===== src/rtl/alu_pkg.sv =====
// Shared types and constants for the serial ALU and its stimulus driver.
package alu_pkg;

    // ALU opcodes carried in the control frame.
    typedef enum logic [2:0] {
        OP_AND = 3'b000,
        OP_OR  = 3'b001,
        OP_ADD = 3'b100,
        OP_SUB = 3'b101
    } alu_op_t;

    // Error-injection modes of the serial driver.
    typedef enum logic [1:0] {
        GOOD     = 2'b00,
        BAD_CRC  = 2'b01,
        BAD_DATA = 2'b10,
        BAD_OP   = 2'b11
    } inj_mode_t;

    // Driver FSM states.
    typedef enum logic [1:0] {
        S_IDLE     = 2'b00,
        S_CRC_CALC = 2'b01,
        S_SEND     = 2'b10
    } drv_state_t;

    localparam logic [2:0] BAD_OP_CODE = 3'b010;
    localparam int         FRAME_BITS  = 11;
    localparam logic [3:0] CRC4_POLY   = 4'b0011;

    // One step of the x^4+x+1 LFSR, feeding data bit d.
    function automatic logic [3:0] crc4_step(input logic [3:0] crc, input logic d);
        logic fb;
        fb = crc[3] ^ d;
        return {crc[2:0], 1'b0} ^ (fb ? CRC4_POLY : 4'b0000);
    endfunction

endpackage


===== src/rtl/alu_crc4_serial.sv =====
// Bit-serial CRC4 (x^4+x+1, init 0). Shared by the driver and a future checker.
module alu_crc4_serial
    import alu_pkg::*;
(
    input  logic       clk,
    input  logic       rst,
    input  logic       clear,
    input  logic       en,
    input  logic       d,
    output logic [3:0] crc
);

    // Clear has priority over a shift so a new message always starts from zero.
    always_ff @(posedge clk or posedge rst) begin
        if (rst) begin
            crc <= 4'b0000;
        end else if (clear) begin
            crc <= 4'b0000;
        end else if (en) begin
            crc <= crc4_step(crc, d);
        end
    end

endmodule


===== src/rtl/alu_serial_driver.sv =====
// Serial frame generator for the ALU input line: accepts one request, computes
// its CRC4 one bit per clock, then streams data frames and a control frame.
//
// Handshake: a request is taken on a rising edge where req_valid && req_ready.
// req_ready is high only in IDLE; req_valid is ignored at every other time.
module alu_serial_driver
    import alu_pkg::*;
#(
    parameter int DATA_BYTES = 4,
    parameter int BIT_CYCLES = 1
) (
    input  logic                    clk,
    input  logic                    rst,
    input  logic                    req_valid,
    output logic                    req_ready,
    input  logic [8*DATA_BYTES-1:0] a_in,
    input  logic [8*DATA_BYTES-1:0] b_in,
    input  logic [2:0]              op_in,
    input  logic [1:0]              mode_in,
    output logic                    sin,
    output logic                    busy,
    output logic                    done
);

    localparam int W      = 8 * DATA_BYTES;
    localparam int N      = 2 * W + 4;
    localparam int NBYTES = 2 * DATA_BYTES;
    localparam int CNT_W  = $clog2(N);
    localparam int BYTE_W = $clog2(NBYTES + 1);
    localparam int DIV_W  = (BIT_CYCLES > 1) ? $clog2(BIT_CYCLES) : 1;

    drv_state_t        state_q, state_d;
    logic [W-1:0]      a_q, b_q;
    logic [2:0]        op_q;
    inj_mode_t         mode_q;
    logic [CNT_W-1:0]  calc_cnt;
    logic [3:0]        bit_idx;
    logic [BYTE_W-1:0] byte_idx;
    logic [DIV_W-1:0]  div_cnt;
    logic              tail_q;
    logic              sin_q;
    logic              done_q;

    logic              accept;
    logic [N-1:0]      stream;
    logic              calc_last;
    logic [3:0]        crc;
    logic [3:0]        crc_field;
    logic [BYTE_W-1:0] last_frame;
    logic              is_ctrl;
    logic [7:0]        sel_byte;
    logic [10:0]       frame_word;
    logic              cur_bit;
    logic              div_end;
    logic              bit_end;

    assign accept    = req_valid && (state_q == S_IDLE);
    assign stream    = {b_q, a_q, 1'b1, op_q};
    assign calc_last = (calc_cnt == CNT_W'(N - 1));

    alu_crc4_serial u_crc (
        .clk   (clk),
        .rst   (rst),
        .clear (accept),
        .en    (state_q == S_CRC_CALC),
        .d     (stream[CNT_W'(N - 1) - calc_cnt]),
        .crc   (crc)
    );

    // Current frame contents and the bit to put on the line next.
    always_comb begin
        crc_field  = (mode_q == BAD_CRC) ? crc + 4'd1 : crc;
        last_frame = (mode_q == BAD_DATA) ? BYTE_W'(NBYTES - 1) : BYTE_W'(NBYTES);
        is_ctrl    = (byte_idx == last_frame);
        sel_byte   = 8'(({b_q, a_q} << {byte_idx, 3'b000}) >> (2 * W - 8));
        frame_word = is_ctrl ? {3'b010, op_q, crc_field, 1'b1} : {2'b00, sel_byte, 1'b1};
        cur_bit    = frame_word[4'd10 - bit_idx];
        div_end    = (div_cnt == DIV_W'(BIT_CYCLES - 1));
        bit_end    = (bit_idx == 4'(FRAME_BITS - 1));
    end

    // State register.
    always_ff @(posedge clk or posedge rst) begin
        if (rst) state_q <= S_IDLE;
        else     state_q <= state_d;
    end

    // Next-state and handshake outputs.
    always_comb begin
        state_d   = state_q;
        req_ready = 1'b0;
        case (state_q)
            S_IDLE: begin
                req_ready = 1'b1;
                if (req_valid) state_d = S_CRC_CALC;
            end
            S_CRC_CALC: if (calc_last) state_d = S_SEND;
            S_SEND:     if (tail_q) state_d = S_IDLE;
            default:    state_d = S_IDLE;
        endcase
    end

    // Request capture, CRC bit counter, frame counters and the registered line.
    // tail_q marks the extra cycle after the last stop bit in which done fires.
    always_ff @(posedge clk or posedge rst) begin
        if (rst) begin
            a_q      <= '0;
            b_q      <= '0;
            op_q     <= 3'b000;
            mode_q   <= GOOD;
            calc_cnt <= '0;
            bit_idx  <= 4'd0;
            byte_idx <= '0;
            div_cnt  <= '0;
            tail_q   <= 1'b0;
            sin_q    <= 1'b1;
            done_q   <= 1'b0;
        end else begin
            done_q <= 1'b0;
            case (state_q)
                S_IDLE: begin
                    sin_q <= 1'b1;
                    if (req_valid) begin
                        a_q      <= a_in;
                        b_q      <= b_in;
                        mode_q   <= inj_mode_t'(mode_in);
                        op_q     <= (inj_mode_t'(mode_in) == BAD_OP) ? BAD_OP_CODE : op_in;
                        calc_cnt <= '0;
                    end
                end
                S_CRC_CALC: calc_cnt <= calc_last ? '0 : calc_cnt + CNT_W'(1);
                S_SEND: begin
                    if (tail_q) begin
                        sin_q  <= 1'b1;
                        done_q <= 1'b1;
                        tail_q <= 1'b0;
                    end else begin
                        if (div_cnt == '0) sin_q <= cur_bit;
                        if (div_end) begin
                            div_cnt <= '0;
                            if (bit_end) begin
                                bit_idx <= 4'd0;
                                if (is_ctrl) begin
                                    byte_idx <= '0;
                                    tail_q   <= 1'b1;
                                end else begin
                                    byte_idx <= byte_idx + BYTE_W'(1);
                                end
                            end else begin
                                bit_idx <= bit_idx + 4'd1;
                            end
                        end else begin
                            div_cnt <= div_cnt + DIV_W'(1);
                        end
                    end
                end
                default: ;
            endcase
        end
    end

    assign sin  = sin_q;
    assign done = done_q;
    assign busy = !req_ready;

endmodule


===== config.mk =====
export PLATFORM = sky130hd
export DESIGN_NAME = alu_serial_driver
export DESIGN_NICKNAME = d
export VERILOG_FILES = /design/src/rtl/alu_pkg.sv /design/src/rtl/alu_crc4_serial.sv /design/src/rtl/alu_serial_driver.sv
export SDC_FILE = /design/constraint.sdc
export NUM_CORES = 1
export LEC_CHECK = 0
export ABC_AREA = 1
export CORE_MARGIN = 4
export CORE_UTILIZATION = 45
export DETAILED_ROUTE_END_ITERATION = 7
export PLACE_DENSITY_LB_ADDON = 0.1
export SYNTH_ARGS = -nofsm -noshare
export SYNTH_HDL_FRONTEND = slang
export SYNTH_SLANG_ARGS = --single-unit

===== constraint.sdc =====
create_clock -name clk -period 3.4 [get_ports clk]
set_clock_uncertainty 0.1 [all_clocks]
set_input_delay 0.85 -clock clk [delete_from_list [all_inputs] [get_ports clk]]
set_output_delay 0.85 -clock clk [all_outputs]
set_load 0.03 [all_outputs]

==> impl_metrics.xml, run 1 <==
<?xml version="1.0" encoding="UTF-8"?>
<metrics>
  <group name="critical_path">
    <metric name="r2r-end" unit="">sin</metric>
    <metric name="critPathCaptureType" unit="">output pin</metric>
    <metric name="reg2reg_setup_slack" unit="ns">0.97</metric>
    <metric name="worstRegToRegCells" unit="">14</metric>
    <metric name="criticalPathCategory" unit="">reg2out</metric>
    <metric name="critical_path_fanout_max" unit="">3</metric>
    <metric name="startpoint_type" unit="">flip-flop</metric>
    <metric name="cp.arrival" unit="ns">1.65</metric>
    <metric name="worst-endpoint-required" unit="ns">2.45</metric>
    <metric name="crit-reg2reg-launch" unit="">byte_idx[1]</metric>
  </group>
  <group name="timing">
    <metric name="finalSetupViolCount" unit="">0</metric>
    <metric name="final_setup_slack_of_the_worst_path" unit="ns">0.798</metric>
    <metric name="timing.final.max_slew_violations" unit="">0</metric>
    <metric name="hold_violations" unit="">0</metric>
    <metric name="fin_crit_sh" unit="%">76.5</metric>
    <metric name="max_slew_margin" unit="%">59.4</metric>
    <metric name="clock.fmax" unit="MHz">384</metric>
    <metric name="summed_negative_setup_slack_over_all_endpoints" unit="ns">0</metric>
    <metric name="worst_slew_pin_slew" unit="ns">0.610</metric>
    <metric name="final_period_minus_worst_setup_slack" unit="ns">2.60</metric>
    <metric name="unrepaired_setup_endpoints_after_global_routing" unit="">no</metric>
    <metric name="fin_hold_ws" unit="ns">0.411</metric>
  </group>
  <group name="route">
    <metric name="drt.antenna.violating_nets" unit="">0</metric>
    <metric name="drt_pass1_iterations" unit="">5</metric>
    <metric name="wl_per_cell" unit="um">16.1</metric>
    <metric name="via_count" unit="">5180</metric>
    <metric name="initialDrtViolationCount" unit="">492</metric>
    <metric name="detail_route.drc_violations" unit="">0</metric>
    <metric name="routed_wl" unit="mm">15.3</metric>
    <metric name="drt-vias-per-instance" unit="">5.45</metric>
  </group>
  <group name="yosys">
    <metric name="ys_types" unit="">33</metric>
    <metric name="synth_ff_type" unit="">dfrtp_1</metric>
    <metric name="syn-mean-instance-area" unit="um^2">7.19</metric>
    <metric name="synth-warning-count" unit="">0</metric>
    <metric name="synth.area.top_cells" unit="">dfrtp_1, nand2_1, o21ai_0</metric>
    <metric name="postSynthCellCount" unit="">741</metric>
    <metric name="synth.cell_area" unit="um^2">5330</metric>
    <metric name="synthDominantAreaCellType" unit="">dfrtp_1</metric>
    <metric name="synth_edf_count" unit="">0</metric>
    <metric name="yosysSeqAreaShare" unit="%">43.7</metric>
    <metric name="synth-seq-cells" unit="">93</metric>
    <metric name="synth_top_cells_by_count" unit="">nand2_1, o21ai_0, inv_1</metric>
    <metric name="synth_fp_nets" unit="">822</metric>
    <metric name="synth.most_common_cell" unit="">nand2_1</metric>
    <metric name="yosys_top_cell_area_share" unit="%">43.2</metric>
    <metric name="async_flop_share" unit="%">100</metric>
  </group>
  <group name="placement">
    <metric name="place_congestion" unit="">0.911</metric>
    <metric name="port_buffers" unit="">75</metric>
    <metric name="dpl_cell_area" unit="um^2">6200</metric>
    <metric name="post-place-ws" unit="ns">0.818</metric>
    <metric name="detailed_place_hpwl" unit="mm">11.1</metric>
  </group>
  <group name="floorplan">
    <metric name="core_area" unit="um^2">11500</metric>
    <metric name="floorplan.rows" unit="">39</metric>
    <metric name="die_area" unit="um^2">13600</metric>
    <metric name="die_height" unit="um">117</metric>
    <metric name="die_width" unit="um">117</metric>
    <metric name="boundaryPins" unit="">76</metric>
    <metric name="floorplan.initialDensity" unit="%">46.3</metric>
  </group>
  <group name="global_routing">
    <metric name="grt.overflow.total" unit="">0</metric>
    <metric name="grt_pass1_wl" unit="mm">25.3</metric>
    <metric name="maximum_number_of_pins_on_one_net_before_global_route_repair" unit="">127</metric>
    <metric name="first_global_vias" unit="">5006</metric>
    <metric name="groute.usage.overall" unit="%">23.8</metric>
    <metric name="antenna_found_initial" unit="">0</metric>
  </group>
  <group name="cts">
    <metric name="ctsRootBufferMaster" unit="">clkbuf_16</metric>
    <metric name="tritoncts" unit="">done</metric>
    <metric name="clk_pin_slew_worst_paths" unit="ns">0.07</metric>
    <metric name="cts-root-to-sink-buffers" unit="">2</metric>
    <metric name="cts.sinks" unit="">93</metric>
    <metric name="insertion_delay" unit="ns">0.35</metric>
    <metric name="cts_max_level" unit="">3</metric>
    <metric name="post_cts_hold_buffer_count" unit="">0</metric>
    <metric name="cts.repair_timing.setup_buffer_count" unit="">0</metric>
    <metric name="cts-resized-gates" unit="">0</metric>
    <metric name="tritoncts.num_buffers" unit="">9</metric>
  </group>
  <group name="layout">
    <metric name="post_route_cells_drive_above_1_share" unit="%">4.83</metric>
    <metric name="fin_nets" unit="">883</metric>
    <metric name="fin_area" unit="um^2">6510</metric>
    <metric name="nFillCells" unit="">1151</metric>
    <metric name="antennaDiodeCount" unit="">0</metric>
    <metric name="area_added_between_synthesis_and_finish" unit="%">22.3</metric>
  </group>
  <group name="run">
    <metric name="max_cap_violations" unit="">0</metric>
  </group>
  <group name="worst_hold_path">
    <metric name="timing.hold.worst.class" unit="">reg2reg</metric>
    <metric name="min_delay_endpoint" unit="">sin</metric>
    <metric name="hold-path-cell-count" unit="">2</metric>
    <metric name="holdCritStartpoint" unit="">sin</metric>
  </group>
  <group name="status">
    <metric name="outcome" unit="">finished, final reports clean</metric>
  </group>
  <group name="power_and_ir_drop">
    <metric name="power.density" unit="nW/um^2">352</metric>
    <metric name="worst_ir_drop_vdd" unit="mV">0.255</metric>
    <metric name="p_leak" unit="nW">3.03</metric>
  </group>
</metrics>
==> placed cells by master, fill, tap and decap left out, types with 3 or more instances in the layout <==
cell type        instances
a21oi_1                 38
buf_4                    9
clkbuf_16                9
clkdlybuf4s50_1         75
clkinv_2                 4
dfrtp_1                 92
ha_1                     9
inv_1                   93
inv_2                    6
nand2_1                200
nand3_1                 67
nand4_1                  4
nor2_1                  35
nor3_1                   3
o211ai_1                11
o21ai_0                110
o21ai_1                  3
o22ai_1                  8
xnor2_1                  3
xor2_1                   6
==> routing by layer <==
| metal | part of all wire [%] | up-vias | GRT usage [%] | routed length (um) |
|---|---|---|---|---|
| met3 | 7.0 | 22 | 3.86 | 1080 |
| met5 | 0 | - | 0 | 0 |
| met4 | 1.6 | 0 | 6.57 | 244 |
| met1 | 46 | 2447 | 34.7 | 7090 |
| met2 | 45 | 186 | 36.8 | 6850 |
| li1 | - | 2525 | - | - |
==> cell families (layout without fill, tap and decap cells) <==
logic type	after synthesis	in the layout	synth area share, %
buffers and inverters	137	203	10.2
and+or+nand+nor	316	316	24.7
AOI/OAI and AO/OA	177	177	17.7
adders and majority gates	9	9	2.11
DFF	93	93	43.7
xor gates and xnor gates	9	9	1.48
==> registers in the layout (all words and copies together), names as in the netlist, 2 cells and up <==
name       flops
byte_idx       4
state_q        2
bit_idx        4
b_q           32
mode_q         2
calc_cnt       7
u_crc.crc      4
op_q           3
a_q           32
==> critical path, stage by stage, from the launching register on <==
cell and delay, ns:
dfrtp_1 0.39, nor2_1 0.21, clkdlybuf4s50_1 0.71
==> report_power, final <==
group	internal [mW]	leakage, nW	switching [mW]	total [mW]
Sequential	1.11	0.957	0	1.11
Combinational	0.0749	1.92	0.0361	0.111
Clock	0.640	0.151	0.436	1.08
==> worst max path at each step <==
stage	from	to	slack (ns)	cells past startpoint
floorplan	rst	a_q[0]	0.03	1
global placement	req_valid	calc_cnt[5]	0.90	9
detailed placement	req_valid	calc_cnt[3]	0.82	8
CTS	state_q[1]	req_ready	0.80	2
global route	state_q[1]	req_ready	0.71	2
finish	state_q[1]	req_ready	0.80	2
==> per-stage QoR <==
| stage | power (mW) | utilization (%) | cells |
|---|---|---|---|
| floorplan | 1.14 | - | 741 |
| global placement | 1.24 | 53.8 | 934 |
| detailed placement | 1.24 | 53.8 | 934 |
| CTS | 2.31 | 56.6 | 950 |
| global route | 2.37 | 56.6 | 950 |
| finish | 2.29 | 56.6 | 950 |
==> layout make-up <==
| type | instances | area [um^2] | share of cell area (%) |
|---|---|---|---|
| clock buffers | 9 | 225 | 3.46 |
| clock inverters | 7 | 90.1 | 1.38 |
| repair buffers | 86 | 858 | 13.2 |
| flip-flops and latches | 93 | 2330 | 35.7 |
| inverters | 101 | 380 | 5.84 |
| well taps | 143 | 179 | 2.75 |
| multi-input cells | 511 | 2450 | 37.6 |
No activity file was read; power rests on OpenSTA's default activity.
==> run 2: changes to the inputs <==
==> constraint.sdc (replaced) <==
create_clock -name clk -period 2.2 [get_ports clk]
set_clock_uncertainty 0.1 [all_clocks]
set_input_delay 0.55 -clock clk [delete_from_list [all_inputs] [get_ports clk]]
set_output_delay 0.55 -clock clk [all_outputs]
set_load 0.03 [all_outputs]
==> run 2 against run 1 <==
Against the previous run: total power up 44%; worst hold slack improved by 0.0038 ns; utilization rose by 1.3 points; setup slack worse by 0.62 ns; register-to-register slack got worse by 0.79 ns; wire length shrank 1.6%; final area is 2.3% higher; first-iteration DRC count rose by 5.1%; clock power is 31% higher; global-route usage is 0.27 points lower; critical path depth is 14 higher; sequential share of layout area is 0.79 points lower; critical endpoint is now u_crc.crc[1].
==> impl_metrics.xml, run 2 (synthesis gave the netlist of run 1 again) <==
<?xml version="1.0" encoding="UTF-8"?>
<metrics>
  <group name="status">
    <metric name="outcome" unit="">finished, final reports clean</metric>
  </group>
  <group name="cts">
    <metric name="cts_max_level" unit="">3</metric>
    <metric name="cts-root-to-sink-buffers" unit="">2</metric>
    <metric name="post_cts_hold_buffer_count" unit="">0</metric>
    <metric name="tritoncts" unit="">done</metric>
    <metric name="tritoncts.num_buffers" unit="">9</metric>
    <metric name="clk_pin_slew_worst_paths" unit="ns">0.06</metric>
    <metric name="insertion_delay" unit="ns">0.35</metric>
    <metric name="ctsRootBufferMaster" unit="">clkbuf_16</metric>
    <metric name="cts.sinks" unit="">93</metric>
  </group>
  <group name="floorplan">
    <metric name="boundaryPins" unit="">76</metric>
    <metric name="core_area" unit="um^2">11500</metric>
    <metric name="die_area" unit="um^2">13600</metric>
    <metric name="die_width" unit="um">117</metric>
    <metric name="floorplan.initialDensity" unit="%">46.3</metric>
    <metric name="die_height" unit="um">117</metric>
    <metric name="floorplan.rows" unit="">39</metric>
  </group>
  <group name="layout">
    <metric name="top_regs" unit="">a_q (32), b_q (32), calc_cnt (7)</metric>
    <metric name="final_util" unit="%">57.9</metric>
    <metric name="post_route_cells_drive_above_1_share" unit="%">7.25</metric>
    <metric name="fin_nets" unit="">905</metric>
    <metric name="nFillCells" unit="">1115</metric>
    <metric name="antennaDiodeCount" unit="">0</metric>
    <metric name="multi_input_comb_area" unit="um^2">2460</metric>
    <metric name="fin_area" unit="um^2">6670</metric>
    <metric name="area_added_between_synthesis_and_finish" unit="%">25.1</metric>
    <metric name="final_common_cell" unit="">nand2_1</metric>
    <metric name="commonest_cells_after_routing_fill_and_taps_aside" unit="">nand2_1, o21ai_0, inv_1</metric>
    <metric name="sequential_cell_area" unit="um^2">2330</metric>
  </group>
  <group name="power_and_ir_drop">
    <metric name="finalPower" unit="mW">3.29</metric>
    <metric name="power.density" unit="nW/um^2">494</metric>
    <metric name="p_leak" unit="nW">3.11</metric>
    <metric name="worst_ir_drop_vdd" unit="mV">0.359</metric>
  </group>
  <group name="worst_hold_path">
    <metric name="timing.hold.worst.class" unit="">reg2reg</metric>
  </group>
  <group name="critical_path">
    <metric name="worstPathCellList" unit="">inv_2 -&gt; ha_4 -&gt; nor2_1 -&gt; buf_4 -&gt; nand2_1 -&gt; nand2_1 -&gt; nor2_1 -&gt; nand2_1 -&gt; nand2_1 -&gt; nand2_1 -&gt; nand3_2 -&gt; nand2_1 -&gt; nand2_1 -&gt; nand3_1 -&gt; nand3_1 -&gt; nand2_1</metric>
    <metric name="criticalPathCategory" unit="">reg2reg</metric>
    <metric name="critical-path-slowest-cell" unit="">dfrtp_1</metric>
    <metric name="critical_path_fanout_max" unit="">5</metric>
    <metric name="startpoint_type" unit="">flip-flop</metric>
    <metric name="critPathCaptureType" unit="">flip-flop</metric>
    <metric name="cp.arrival" unit="ns">2.16</metric>
    <metric name="critical_path_s_most_frequent_cell" unit="">nand2_1</metric>
    <metric name="slowest_delay" unit="ns">0.39</metric>
    <metric name="worst-endpoint-required" unit="ns">2.34</metric>
    <metric name="reg2reg_setup_slack" unit="ns">0.18</metric>
  </group>
  <group name="run">
    <metric name="max_cap_violations" unit="">0</metric>
  </group>
  <group name="timing">
    <metric name="fin_hold_ws" unit="ns">0.415</metric>
    <metric name="fin_crit_sh" unit="%">91.7</metric>
    <metric name="worst_slew_pin_slew" unit="ns">0.558</metric>
    <metric name="timing.final.max_slew_violations" unit="">0</metric>
    <metric name="max_slew_margin" unit="%">62.8</metric>
    <metric name="final_setup_slack_of_the_worst_path" unit="ns">0.182</metric>
    <metric name="hold_violations" unit="">0</metric>
    <metric name="finalSetupViolCount" unit="">0</metric>
    <metric name="final_period_minus_worst_setup_slack" unit="ns">2.02</metric>
    <metric name="clock.fmax" unit="MHz">496</metric>
  </group>
  <group name="route">
    <metric name="drt.antenna.violating_nets" unit="">0</metric>
    <metric name="detail_route.drc_violations" unit="">0</metric>
    <metric name="via_count" unit="">5205</metric>
    <metric name="wl_per_cell" unit="um">15.5</metric>
    <metric name="drt_pass1_iterations" unit="">5</metric>
    <metric name="initialDrtViolationCount" unit="">517</metric>
    <metric name="drt-vias-per-instance" unit="">5.36</metric>
    <metric name="routed_wl" unit="mm">15.0</metric>
  </group>
  <group name="global_routing">
    <metric name="maximum_number_of_pins_on_one_net_before_global_route_repair" unit="">127</metric>
    <metric name="grt_pass1_wl" unit="mm">24.6</metric>
    <metric name="antenna_found_initial" unit="">0</metric>
    <metric name="groute.usage.overall" unit="%">23.5</metric>
    <metric name="grt.overflow.total" unit="">0</metric>
    <metric name="first_global_vias" unit="">4964</metric>
  </group>
  <group name="placement">
    <metric name="detailed_place_hpwl" unit="mm">10.9</metric>
    <metric name="dpl_cell_area" unit="um^2">6360</metric>
    <metric name="post-place-ws" unit="ns">0.113</metric>
    <metric name="port_buffers" unit="">75</metric>
    <metric name="place_congestion" unit="">0.924</metric>
  </group>
</metrics>
## run 2: changes by cell type in the layout (fill, tap and decap cells not counted), sizes merged
| cell | delta |
|---|---|
| buf | +22 |
| bufinv | -2 |
| clkbuf | +4 |
| clkdlybuf4s50 | -3 |
| clkinv | -2 |
| clkinvlp | -1 |
| dlygate4sd2 | +3 |
## run 2: final cells by class
type | count | share of cell area (%)
Clock inverter | 2 | 0.150
Inverter | 101 | 5.74
Multi-Input combinational cell | 511 | 37.0
Clock buffer | 13 | 3.75
Tap cell | 143 | 2.68
Sequential cell | 93 | 35.0
Timing Repair Buffer | 108 | 15.7
## run 2: final timing paths
path,startpoint,to,cells after the start
max,calc_cnt[3],u_crc.crc[1],16
min,b_q[7],b_q[7],2
max reg2reg,calc_cnt[3],u_crc.crc[1],16
min reg2reg,b_q[7],b_q[7],2
max in group asynchronous,rst,calc_cnt[1],3
min in group asynchronous,rst,bit_idx[2],3
## run 2: power by group
part	leakage [nW]	total (mW)	switching, mW	internal, mW
sequential	0.956	1.71	0	1.71
combinational	2.02	0.167	0.0537	0.114
clock	0.129	1.42	0.629	0.788
## run 2: through the flow
stage	TNS [ns]	cells
6_report	0	971
5_1_grt	-0.00713	971
3_5_place_dp	0	952
3_3_place_gp	0	952
4_1_cts	0	967
2_1_floorplan	0	741
## run 2: timing repair
item | in CTS | in global routing
gates resized for setup | 3 | 4
setup endpoints to repair | 3 | 2
buffers inserted | 0 | 4
## run 2: routing by layer
metal | wire length (um) | up-vias | global-route usage [%]
met5 | 0 | - | 0
met1 | 7050 | 2425 | 34.5
met2 | 6560 | 184 | 34.6
met3 | 1010 | 26 | 3.60
li1 | - | 2570 | -
met4 | 404 | 0 | 10.0
## run 2: worst max-delay path, delay by kind of cell (launching register included)
family	cells	cell delay (ns)
adders and majority gates	1	0.29
buffers and inverters	2	0.22
DFF	1	0.39
and+or+nand+nor	13	0.92
==> run 3: changes to the inputs <==
--- a/config.mk
+++ b/config.mk
@@ -6,10 +6,13 @@
 export NUM_CORES = 1
 export LEC_CHECK = 0
 export ABC_AREA = 1
+export CELL_PAD_IN_SITES_DETAIL_PLACEMENT = 0
+export CELL_PAD_IN_SITES_GLOBAL_PLACEMENT = 2
 export CORE_MARGIN = 4
-export CORE_UTILIZATION = 45
+export CORE_UTILIZATION = 28
 export DETAILED_ROUTE_END_ITERATION = 7
 export PLACE_DENSITY_LB_ADDON = 0.1
 export SYNTH_ARGS = -nofsm -noshare
 export SYNTH_HDL_FRONTEND = slang
 export SYNTH_SLANG_ARGS = --single-unit
+export TNS_END_PERCENT = 5
==> run 3 against run 2 <==
Against the previous run: worst hold slack worse by 0.0032 ns; sequential share of layout area is 1.3 points lower; wire length is 17% higher; highest routed layer unchanged; total power increased by 6.2%; largest power group unchanged; global-route usage fell by 6.6 points; die area increased by 56%; non-clock buffer count rose by 4; via count down 2.3%; maximum frequency is 1.5% higher; critical endpoint is now done; setup slack better by 0.030 ns; sequential power about the same.
==> impl_metrics.xml, run 3 (synthesis gave the netlist of run 1 again) <==
<?xml version="1.0" encoding="UTF-8"?>
<metrics>
  <group name="floorplan">
    <metric name="die_area" unit="um^2">21300</metric>
    <metric name="boundaryPins" unit="">76</metric>
    <metric name="floorplan.rows" unit="">50</metric>
    <metric name="die_height" unit="um">146</metric>
    <metric name="core_area" unit="um^2">18700</metric>
    <metric name="floorplan.initialDensity" unit="%">28.5</metric>
    <metric name="die_width" unit="um">146</metric>
  </group>
  <group name="status">
    <metric name="outcome" unit="">finished, final reports clean</metric>
  </group>
  <group name="global_routing">
    <metric name="grt.overflow.total" unit="">0</metric>
    <metric name="first_global_vias" unit="">5113</metric>
    <metric name="antenna_found_initial" unit="">0</metric>
    <metric name="groute.usage.overall" unit="%">16.9</metric>
    <metric name="maximum_number_of_pins_on_one_net_before_global_route_repair" unit="">68</metric>
    <metric name="grt_pass1_wl" unit="mm">28.6</metric>
  </group>
  <group name="critical_path">
    <metric name="slowest_delay" unit="ns">0.66</metric>
    <metric name="critPathCaptureType" unit="">output pin</metric>
    <metric name="critPathLaunch" unit="">done</metric>
    <metric name="critical_path_fanout_max" unit="">1</metric>
    <metric name="critical_path.n_buffers_inverters" unit="">1</metric>
    <metric name="cp.arrival" unit="ns">1.34</metric>
    <metric name="r2r-end" unit="">u_crc.crc[1]</metric>
    <metric name="worstRegToRegCells" unit="">16</metric>
    <metric name="crit-reg2reg-launch" unit="">calc_cnt[3]</metric>
    <metric name="worstPathCellList" unit="">clkdlybuf4s50_1</metric>
    <metric name="critical-path-slowest-cell" unit="">clkdlybuf4s50_1</metric>
    <metric name="crit_family" unit="">buffers and inverters</metric>
    <metric name="criticalPathCategory" unit="">reg2out</metric>
    <metric name="worst-endpoint-required" unit="ns">1.55</metric>
    <metric name="reg2reg_setup_slack" unit="ns">0.21</metric>
    <metric name="startpoint_type" unit="">flip-flop</metric>
  </group>
  <group name="cts">
    <metric name="insertion_delay" unit="ns">0.35</metric>
    <metric name="ctsRootBufferMaster" unit="">clkbuf_16</metric>
    <metric name="cts_max_level" unit="">3</metric>
    <metric name="clk_pin_slew_worst_paths" unit="ns">0.07</metric>
    <metric name="cts-root-to-sink-buffers" unit="">2</metric>
    <metric name="cts.repair_timing.setup_buffer_count" unit="">0</metric>
    <metric name="tritoncts.num_buffers" unit="">9</metric>
    <metric name="cts.sinks" unit="">93</metric>
    <metric name="post_cts_hold_buffer_count" unit="">0</metric>
    <metric name="tritoncts" unit="">done</metric>
  </group>
  <group name="power_and_ir_drop">
    <metric name="finalPower" unit="mW">3.50</metric>
    <metric name="power.share.combinational" unit="%">5.0</metric>
    <metric name="switching_share" unit="%">21.7</metric>
    <metric name="seq_power_share" unit="%">48.8</metric>
    <metric name="worst_ir_drop_vdd" unit="mV">0.464</metric>
    <metric name="switching_power" unit="uW">758</metric>
    <metric name="cell_internal_pwr" unit="mW">2.74</metric>
    <metric name="part_of_the_power_in_the_clock_network" unit="%">46.2</metric>
    <metric name="power.density" unit="nW/um^2">506</metric>
    <metric name="p_leak" unit="nW">3.17</metric>
  </group>
  <group name="layout">
    <metric name="antennaDiodeCount" unit="">0</metric>
    <metric name="nFillCells" unit="">1976</metric>
    <metric name="fin_nets" unit="">909</metric>
    <metric name="commonest_cells_after_routing_fill_and_taps_aside" unit="">nand2_1, o21ai_0, inv_1</metric>
    <metric name="fin_cells" unit="">1067</metric>
    <metric name="final_common_cell" unit="">nand2_1</metric>
    <metric name="final_util" unit="%">36.9</metric>
    <metric name="area_added_between_synthesis_and_finish" unit="%">29.7</metric>
    <metric name="post_route_cells_drive_above_1_share" unit="%">7.92</metric>
    <metric name="top_regs" unit="">a_q (32), b_q (32), calc_cnt (7)</metric>
  </group>
  <group name="timing">
    <metric name="clock.fmax" unit="MHz">503</metric>
    <metric name="finalSetupViolCount" unit="">0</metric>
    <metric name="hold_violations" unit="">0</metric>
    <metric name="summed_negative_setup_slack_over_all_endpoints" unit="ns">0</metric>
    <metric name="unrepaired_setup_endpoints_after_global_routing" unit="">no</metric>
    <metric name="max_slew_margin" unit="%">73.4</metric>
    <metric name="fin_crit_sh" unit="%">90.4</metric>
    <metric name="timing.final.max_slew_violations" unit="">0</metric>
    <metric name="final_period_minus_worst_setup_slack" unit="ns">1.99</metric>
    <metric name="worst_slew_pin_slew" unit="ns">0.397</metric>
    <metric name="fin_hold_ws" unit="ns">0.411</metric>
  </group>
  <group name="route">
    <metric name="routed_wl" unit="mm">17.6</metric>
    <metric name="via_count" unit="">5083</metric>
    <metric name="initialDrtViolationCount" unit="">362</metric>
    <metric name="drt.antenna.violating_nets" unit="">0</metric>
    <metric name="drt-vias-per-instance" unit="">4.76</metric>
    <metric name="wl_per_cell" unit="um">16.5</metric>
    <metric name="drt_pass1_iterations" unit="">6</metric>
    <metric name="detail_route.drc_violations" unit="">0</metric>
  </group>
  <group name="worst_hold_path">
    <metric name="hold-path-cell-count" unit="">2</metric>
    <metric name="holdCritStartpoint" unit="">sin</metric>
    <metric name="timing.hold.worst.class" unit="">reg2reg</metric>
    <metric name="min_delay_endpoint" unit="">sin</metric>
  </group>
  <group name="placement">
    <metric name="place_congestion" unit="">0.852</metric>
    <metric name="place.detailed.instances" unit="">1051</metric>
    <metric name="detailed_place_hpwl" unit="mm">13.3</metric>
    <metric name="port_buffers" unit="">75</metric>
  </group>
  <group name="run">
    <metric name="max_cap_violations" unit="">0</metric>
  </group>
</metrics>
==> run 3: area by class of cell <==
class | instances | area (um^2) | area share [%]
Multi-Input combinational cell | 511 | 2470 | 35.7
Sequential cell | 93 | 2330 | 33.7
Timing Repair Buffer | 112 | 1130 | 16.4
Inverter | 101 | 387 | 5.59
Tap cell | 234 | 293 | 4.24
Clock buffer | 11 | 243 | 3.51
Clock inverter | 5 | 60.1 | 0.869
==> run 3: through the flow <==
stage	worst slack [ns]	cell area [um^2]
floorplan	0.141	5330
global placement	0.0679	6590
detailed placement	0.0662	6590
CTS	0.129	6890
global route	0.00116	6910
finish	0.212	6910
==> run 3: repair_timing <==
action	4_1_cts	5_1_grt
cloned	0	0
setup endpoints to repair	3	3
endpoints found under the hold margin	0	0
gates resized for setup	3	7
==> run 3: worst register-to-register path, stage by stage, from the launching register on <==
cell and delay (ns):
dfrtp_1 0.38, inv_1 0.10, ha_4 0.31, nor2_1 0.06, buf_4 0.14, nand2_1 0.06
nand2_1 0.05, nor2_1 0.07, nand2_1 0.05, nand2_1 0.07, nand2_1 0.06, nand3_2 0.10
nand2_1 0.07, nand2_1 0.07, nand3_1 0.07, nand3_1 0.08, nand2_1 0.05
==> run 3: power groups by stage <==
stage | logic (mW) | clock network, mW | registers, mW
after floorplan | 0.0268 | 0 | 1.74
after global placement | 0.177 | 0 | 1.74
after detailed placement | 0.179 | 0 | 1.74
after CTS | 0.180 | 1.68 | 1.71
after global routing | 0.191 | 1.74 | 1.71
final | 0.174 | 1.62 | 1.71
==> run 3: worst max path at each step <==
stage | endpoint | slack (ns) | cells past startpoint
after floorplan | u_crc.crc[1] | 0.14 | 15
after global placement | calc_cnt[5] | 0.07 | 8
after detailed placement | calc_cnt[5] | 0.07 | 8
after CTS | sin | 0.13 | 11
after global routing | u_crc.crc[1] | 0.001 | 16
final | done | 0.21 | 1
==> run 3: layer usage <==
metal	up-vias	routed length (um)	GRT usage, %
met5	-	0	0
met4	0	265	3.89
met3	12	852	4.05
met2	108	7900	26.5
met1	2379	8580	23.5
li1	2584	-	-
